## src/rtl/apb_pkg.sv

```systemverilog
// Shared APB definitions: FSM state encoding and default bus widths used by
// the requester and the memory slaves.
package apb_pkg;

   localparam int APB_ADD_WIDTH = 9;
   localparam int APB_WIDTH     = 32;

   typedef enum logic [1:0] {
      IDLE   = 2'd0,
      SETUP  = 2'd1,
      ACCESS = 2'd2
   } state_t;

endpackage

```

## src/rtl/apb_slave_mux.sv

```systemverilog
// Slave select decode for a new command and the Pready/Prdata return path for
// the slave currently being accessed.
module apb_slave_mux #(
   parameter int WIDTH = 32
) (
   input  logic             dec_sel,
   output logic             dec_psel1,
   output logic             dec_psel2,
   input  logic             ret_sel,
   input  logic             Pready1,
   input  logic             Pready2,
   input  logic [WIDTH-1:0] Prdata1,
   input  logic [WIDTH-1:0] Prdata2,
   output logic             pready,
   output logic [WIDTH-1:0] prdata
);

   always_comb begin
      dec_psel1 = !dec_sel;
      dec_psel2 = dec_sel;
      pready    = ret_sel ? Pready2 : Pready1;
      prdata    = ret_sel ? Prdata2 : Prdata1;
   end

endmodule

```

## src/rtl/apb_master.sv

```systemverilog
// APB requester: one command at a time through IDLE/SETUP/ACCESS, two slaves
// decoded by the address MSB. Define APB_TIMEOUT_EN to abort stalled ACCESS.
module apb_master
   import apb_pkg::*;
#(
   parameter int ADD_WIDTH = APB_ADD_WIDTH,
   parameter int WIDTH     = APB_WIDTH,
   parameter int TIMEOUT   = 16
) (
   input  logic                 Pclk,
   input  logic                 Presetn,
   input  logic                 cmd_valid,
   output logic                 cmd_ready,
   input  logic                 cmd_write,
   input  logic [ADD_WIDTH-1:0] cmd_addr,
   input  logic [WIDTH-1:0]     cmd_wdata,
   input  logic [WIDTH/8-1:0]   cmd_strb,
   output logic                 rsp_valid,
   output logic [WIDTH-1:0]     rsp_rdata,
   output logic                 rsp_err,
   output logic                 Psel1,
   output logic                 Psel2,
   output logic                 Penable,
   output logic                 Pwrite,
   output logic [WIDTH/8-1:0]   Pstrb,
   output logic [ADD_WIDTH-2:0] Paddr,
   output logic [WIDTH-1:0]     Pwdata,
   input  logic [WIDTH-1:0]     Prdata1,
   input  logic [WIDTH-1:0]     Prdata2,
   input  logic                 Pready1,
   input  logic                 Pready2
);

   state_t           state_q, state_d;
   logic             accept, done, expired;
   logic             dec_psel1, dec_psel2;
   logic             pready;
   logic [WIDTH-1:0] prdata;

   // Psel2 is a registered, transfer-stable copy of the decoded slave index.
   apb_slave_mux #(.WIDTH(WIDTH)) u_mux (
      .dec_sel   (cmd_addr[ADD_WIDTH-1]),
      .dec_psel1 (dec_psel1),
      .dec_psel2 (dec_psel2),
      .ret_sel   (Psel2),
      .Pready1   (Pready1),
      .Pready2   (Pready2),
      .Prdata1   (Prdata1),
      .Prdata2   (Prdata2),
      .pready    (pready),
      .prdata    (prdata)
   );

   // NOTE: state flops use non-blocking assignments so every flop samples pre-edge values.
   always_ff @(posedge Pclk or negedge Presetn) begin
      if (!Presetn) state_q <= IDLE;
      else          state_q <= state_d;
   end

   // NOTE: the default assignment up front keeps this block free of latches.
   always_comb begin
      state_d = state_q;
      case (state_q)
         IDLE:    if (cmd_valid)         state_d = SETUP;
         SETUP:                          state_d = ACCESS;
         ACCESS:  if (pready || expired) state_d = IDLE;
         default:                        state_d = IDLE;
      endcase
   end

   always_comb begin
      cmd_ready = (state_q == IDLE);
      accept    = cmd_valid && cmd_ready;
      done      = (state_q == ACCESS) && (pready || expired);
   end

`ifdef APB_TIMEOUT_EN
   localparam int CNT_W = $clog2(TIMEOUT) + 1;
   logic [CNT_W-1:0] acc_cnt;

   always_ff @(posedge Pclk or negedge Presetn) begin
      if (!Presetn)                 acc_cnt <= '0;
      else if (state_q == SETUP)    acc_cnt <= '0;
      else if (state_q == ACCESS)   acc_cnt <= acc_cnt + 1'b1;
   end

   // Expiry is judged on the last allowed ACCESS cycle; a Pready then still wins.
   assign expired = (state_q == ACCESS) && (acc_cnt == CNT_W'(TIMEOUT - 1));
`else
   assign expired = 1'b0;
   assign rsp_err = 1'b0;
`endif

   always_ff @(posedge Pclk or negedge Presetn) begin
      if (!Presetn) begin
         Psel1     <= 1'b0;
         Psel2     <= 1'b0;
         Penable   <= 1'b0;
         Pwrite    <= 1'b0;
         Pstrb     <= '0;
         Paddr     <= '0;
         Pwdata    <= '0;
         rsp_valid <= 1'b0;
         rsp_rdata <= '0;
`ifdef APB_TIMEOUT_EN
         rsp_err   <= 1'b0;
`endif
      end else begin
         rsp_valid <= 1'b0;
         if (accept) begin
            Psel1  <= dec_psel1;
            Psel2  <= dec_psel2;
            Pwrite <= cmd_write;
            Paddr  <= cmd_addr[ADD_WIDTH-2:0];
            Pwdata <= cmd_wdata;
            Pstrb  <= cmd_write ? cmd_strb : '0;
         end
         if (state_q == SETUP) Penable <= 1'b1;
         if (done) begin
            Psel1     <= 1'b0;
            Psel2     <= 1'b0;
            Penable   <= 1'b0;
            rsp_valid <= 1'b1;
            rsp_rdata <= (Pwrite || !pready) ? '0 : prdata;
`ifdef APB_TIMEOUT_EN
            rsp_err   <= !pready;
`endif
         end
      end
   end

endmodule

```

## config.mk

```make
export PLATFORM = sky130hd
export DESIGN_NAME = apb_master
export DESIGN_NICKNAME = d
export VERILOG_FILES = /design/src/rtl/apb_pkg.sv /design/src/rtl/apb_slave_mux.sv /design/src/rtl/apb_master.sv
export SDC_FILE = /design/constraint.sdc
export NUM_CORES = 1
export LEC_CHECK = 0
export CAP_MARGIN = 20
export CORE_MARGIN = 1
export CORE_UTILIZATION = 40
export CTS_CLUSTER_SIZE = 20
export DETAILED_ROUTE_END_ITERATION = 12
export PLACE_DENSITY = 0.81
export SYNTH_ARGS = -nofsm -noshare
export SYNTH_HDL_FRONTEND = slang
export SYNTH_SLANG_ARGS = --single-unit
```

## constraint.sdc

```tcl
create_clock -name Pclk -period 3.05 [get_ports Pclk]
set_input_delay 0.4575 -clock Pclk [delete_from_list [all_inputs] [get_ports Pclk]]
set_output_delay 0.4575 -clock Pclk [all_outputs]
set_load 0.01 [all_outputs]
```

==> metrics.log <==
[metrics] status: complete, no violations
[metrics] Static Leakage: 2.73 nW
[metrics] mean instance size in the synthesized netlist: between 10 and 15 um^2
[metrics] post-cts gate resize count: 0
[metrics] diodes inserted: 0
[metrics] Crit Reg-Reg Startpoint: Psel2
[metrics] library cells used by synthesis: 21
[metrics] layout cell share with drive strength beyond 1: about 11%
[metrics] antenna violations before repair: 0
[metrics] endpoint of the lowest-slack register-to-register path: rsp_rdata[20]
[metrics] Simple-Gate Fraction of Synth Area: around 15%
[metrics] instance count after placement with tap cells included: 668
[metrics] cell at the slowest stage of the critical path: dfrtp_2
[metrics] max-cap violations: 0
[metrics] Final Instance Count excl. Fillers: around 680
[metrics] maximum number of pins on one net before global-route repair: 62
[metrics] routing usage on met1: between 20% and 30%
[metrics] clock root cell: clkbuf_8
[metrics] Worst Hold Class: in -> async
[metrics] average wire per standard cell: between 15 and 20 um
[metrics] delay-heaviest family, CP: buffers and inverters
[metrics] Int Pwr: 0.00361 W
[metrics] post-layout min period: between 2 and 2.5 ns
[metrics] final worst setup slack: slightly above 0.7 ns
[metrics] hold slack: approximately 0.17 ns
[metrics] share of cell area taken by muxes after synthesis: 8.59%
[metrics] final net count: 665
[metrics] Worst Path Arrival: roughly 1.9 ns
[metrics] met3 layer usage reported by global route: ~8.3%
[metrics] Worst Tran Pin Value: 1.04 ns
[metrics] post-place setup slack: roughly 0.83 ns
[metrics] post-DP HPWL: around 7700 um
[metrics] total negative slack: 0 ns
[metrics] Post-Synthesis Net Count: 480
[metrics] sequential share of the synthesized area: between 50 and 60%
[metrics] R2R setup slack: 1.12 ns
[metrics] Filler Cells Inserted: 760
[metrics] Data required, critical path: about 2.6 ns
[metrics] final critical-path share of the clock period: between 70% and 80%
[metrics] Slowest Stage Delay on Critical Path: 0.63 ns
[metrics] DRC violation count after routing: 0
[metrics] type of destination of the critical path: primary output
[metrics] maximum frequency from static timing analysis: about 430 MHz
[metrics] combinational cell fraction of total power: 53.2%
[metrics] Post-CTS Hold Buffers: 0
[metrics] post-synthesis adder-cell area fraction: 0%
[metrics] post-synth top area cell: dfrtp_1
[metrics] CTS tree: built
[metrics] fraction of power spent switching nets: around two fifths
[metrics] CP max FO: 13
[metrics] total via count after detailed routing: 3,344
[metrics] die area: 0.0100 mm^2
[metrics] Total GRT Usage: 21.5%
[metrics] TritonRoute pass-1 iters: 4
[metrics] yosys synthesis warning count: 0
[metrics] FP Rows: 35
[metrics] total of endpoints with negative setup slack in the final report: 0
[metrics] fraction of power consumed by the clock network: roughly an eighth
[metrics] met2 Usage GRT: between 30% and 40%
[metrics] Vias per Instance: slightly below 5
[metrics] depth of the worst register-to-register path: 4
[metrics] Buffers & Inverters on Critical Path: 2
[metrics] Synth Area in XOR/XNOR: 0%
[metrics] most used routing layer: met2
[metrics] residual antenna-violating net count after detailed routing: 0
[metrics] area growth from synthesis to layout: 57.8%
[metrics] unrepaired setup endpoints after global routing: no
[metrics] Die H: 100 um
[metrics] maximum ir drop on the vdd rail: ~0.53 mV
[metrics] post-synth top area share: between 50% and 60%
[metrics] total gr overflow: 0
[metrics] type of element launching the critical path: flip-flop
[metrics] number of top-level pins: 198
[metrics] die width: about 100 um
[metrics] buffers inserted by post-CTS timing repair: 0
[metrics] number of pins with negative max-slew slack in the final report: 0
[metrics] maximum buffer depth of the clock tree: 2
[metrics] I/O Buffers: between 150 and 200
[metrics] sw power: roughly 0.0022 W
[metrics] aggregate routed wire length: 10,500 um
[metrics] sinks on the clock net: slightly above 80
[metrics] Area contributors post-synth: dfrtp_1, nand2_1, o41ai_2
[metrics] worst path cell trace: buf_4 > clkdlybuf4s50_1
[metrics] dominant combinational cell family by area after synthesis: compound AO/OA/AOI/OAI gates
[metrics] headroom to the max-slew limit: a little under a third
[metrics] clock input transition at the sequential cells of the worst setup and hold paths: 0.09 ns
[metrics] number of failing hold endpoints at the final stage: 0
[metrics] register bit count reported by yosys: just over 80
[metrics] pwr dens: between 900 and 1000 mW/mm^2
[metrics] Std-Cell Core Area: between 0.009 and 0.01 mm^2
[metrics] global-route wire length before repair: about 17,000 um
[metrics] Initial Utilization: approximately two fifths
[metrics] compound-cell area share of the yosys netlist: 17.1%
[metrics] clock network latency to the later pin of the worst-skew pair: ~0.34 ns
[metrics] number of instances in the synthesized netlist: 365
[metrics] 1st-iter DRT viols: approximately 90
[metrics] number of H-tree levels: 3
[metrics] power share of the sequential group: around a third
[metrics] Setup Crit Path Kind: reg -> out
[metrics] Post-Route Skew: roughly 0.018 ns
[metrics] cts bufs inserted: 9
[metrics] last weighted congestion value of the routability-driven placer: ~0.74
[metrics] Synth Cell Area: 0.00384 mm^2
[metrics] via count of the first global-routing pass: around 3,400
==> layout make-up <==
type                            count  area [um^2]  area share, %
Clock inverter                      5         35.0          0.578
Timing Repair Buffer              207         2050           33.9
Clock buffer                       11          151           2.50
Tap cell                          129          161           2.66
Sequential cell                    83         2080           34.3
Inverter                            2         7.51          0.124
Multi-Input combinational cell    247         1580           26.0
==> synth_stat cells <==
library cell,instances
conb_1,1
nand2b_1,3
buf_2,11
buf_4,6
nand3_1,4
or3b_1,1
o41ai_1,5
inv_1,1
buf_1,2
nor2_1,2
clkbuf_1,9
mux2i_1,33
dfrtp_1,83
o21ai_1,25
inv_2,1
nand2_1,135
o41ai_2,27
a21oi_1,3
nand3b_1,1
buf_6,5
o21ai_0,7
==> routing by layer <==
layer  wire, um  part of all wire [%]  vias up
li1           -                     -     1613
met1       4240                    41     1561
met2       4880                    47      158
met3       1200                    11       12
met4        151                   1.4        0
met5          0                     0        -
==> cell usage in the layout, fill, tap and decap left out <==
cell / Yosys / routed
nand2b_1: 3 / 2
conb_1: 1 / 1
nand2b_2: 0 / 1
dfrtp_1: 83 / 81
mux2i_4: 0 / 1
or3b_1: 1 / 1
nor2_1: 2 / 2
o21ai_1: 25 / 25
buf_12: 0 / 1
inv_1: 1 / 1
inv_6: 0 / 1
clkinv_2: 0 / 2
inv_2: 1 / 1
o41ai_2: 27 / 27
nand3_1: 4 / 4
o41ai_1: 5 / 5
dfrtp_2: 0 / 2
clkinvlp_4: 0 / 1
nand2_1: 135 / 135
mux2i_1: 33 / 32
buf_4: 6 / 11
clkbuf_8: 0 / 11
o21ai_0: 7 / 7
nand3b_1: 1 / 1
a21oi_1: 3 / 3
clkinv_4: 0 / 1
clkdlybuf4s50_1: 0 / 195
==> kinds of logic (layout without fill, tap and decap cells) <==
group	count (synthesis)	in the layout
and+or+nand+nor	146	146
DFF	83	83
AOI/OAI and AO/OA	67	67
buffers and inverters	35	225
muxes	33	33
other	1	1
==> stage by stage <==
stage | utilization (%) | instance area [um^2] | total power [W]
floorplan | - | 3840 | 0.00358
finish | 65.3 | 6070 | 0.00583
detailed placement | 63.3 | 5880 | 0.00515
global route | 65.3 | 6070 | 0.00623
CTS | 65.3 | 6070 | 0.00591
global placement | 63.3 | 5880 | 0.00503
==> worst max-delay path by stage <==
| stage | startpoint | end | slack [ns] | cells after the start |
|---|---|---|---|---|
| floorplan | cmd_valid | Paddr[0] | 1.66 | 5 |
| global placement | cmd_valid | Psel2 | 0.85 | 5 |
| CTS | Psel2 | Psel2 | 0.69 | 2 |
| detailed placement | cmd_valid | Psel1 | 0.83 | 5 |
| finish | Psel2 | Psel2 | 0.73 | 2 |
| global route | Psel2 | Psel2 | 0.65 | 2 |
==> power groups by stage <==
stage | clock [W] | combinational, W | sequential [W]
final | 0.000741 | 0.00310 | 0.00199
after global routing | 0.000812 | 0.00336 | 0.00205
after CTS | 0.000765 | 0.00315 | 0.00199
after detailed placement | 0 | 0.00314 | 0.00201
after global placement | 0 | 0.00306 | 0.00198
after floorplan | 0 | 0.00139 | 0.00219
==> registers in the layout, summed over array words and instances, names as in the netlist <==
| name | flops |
|---|---|
| Psel1 | 1 |
| rsp_valid | 1 |
| Pstrb | 4 |
| Pwdata | 32 |
| Paddr | 8 |
| state_q | 2 |
| Pwrite | 1 |
| rsp_rdata | 32 |
| Psel2 | 1 |
| Penable | 1 |
==> worst reg2reg max path, cell delays in order, from the launching register on <==
cell	delay [ns]
dfrtp_2	0.63
mux2i_4	0.60
buf_12	0.30
o21ai_0	0.18
o41ai_2	0.10
(Power assumes the default switching activity.)
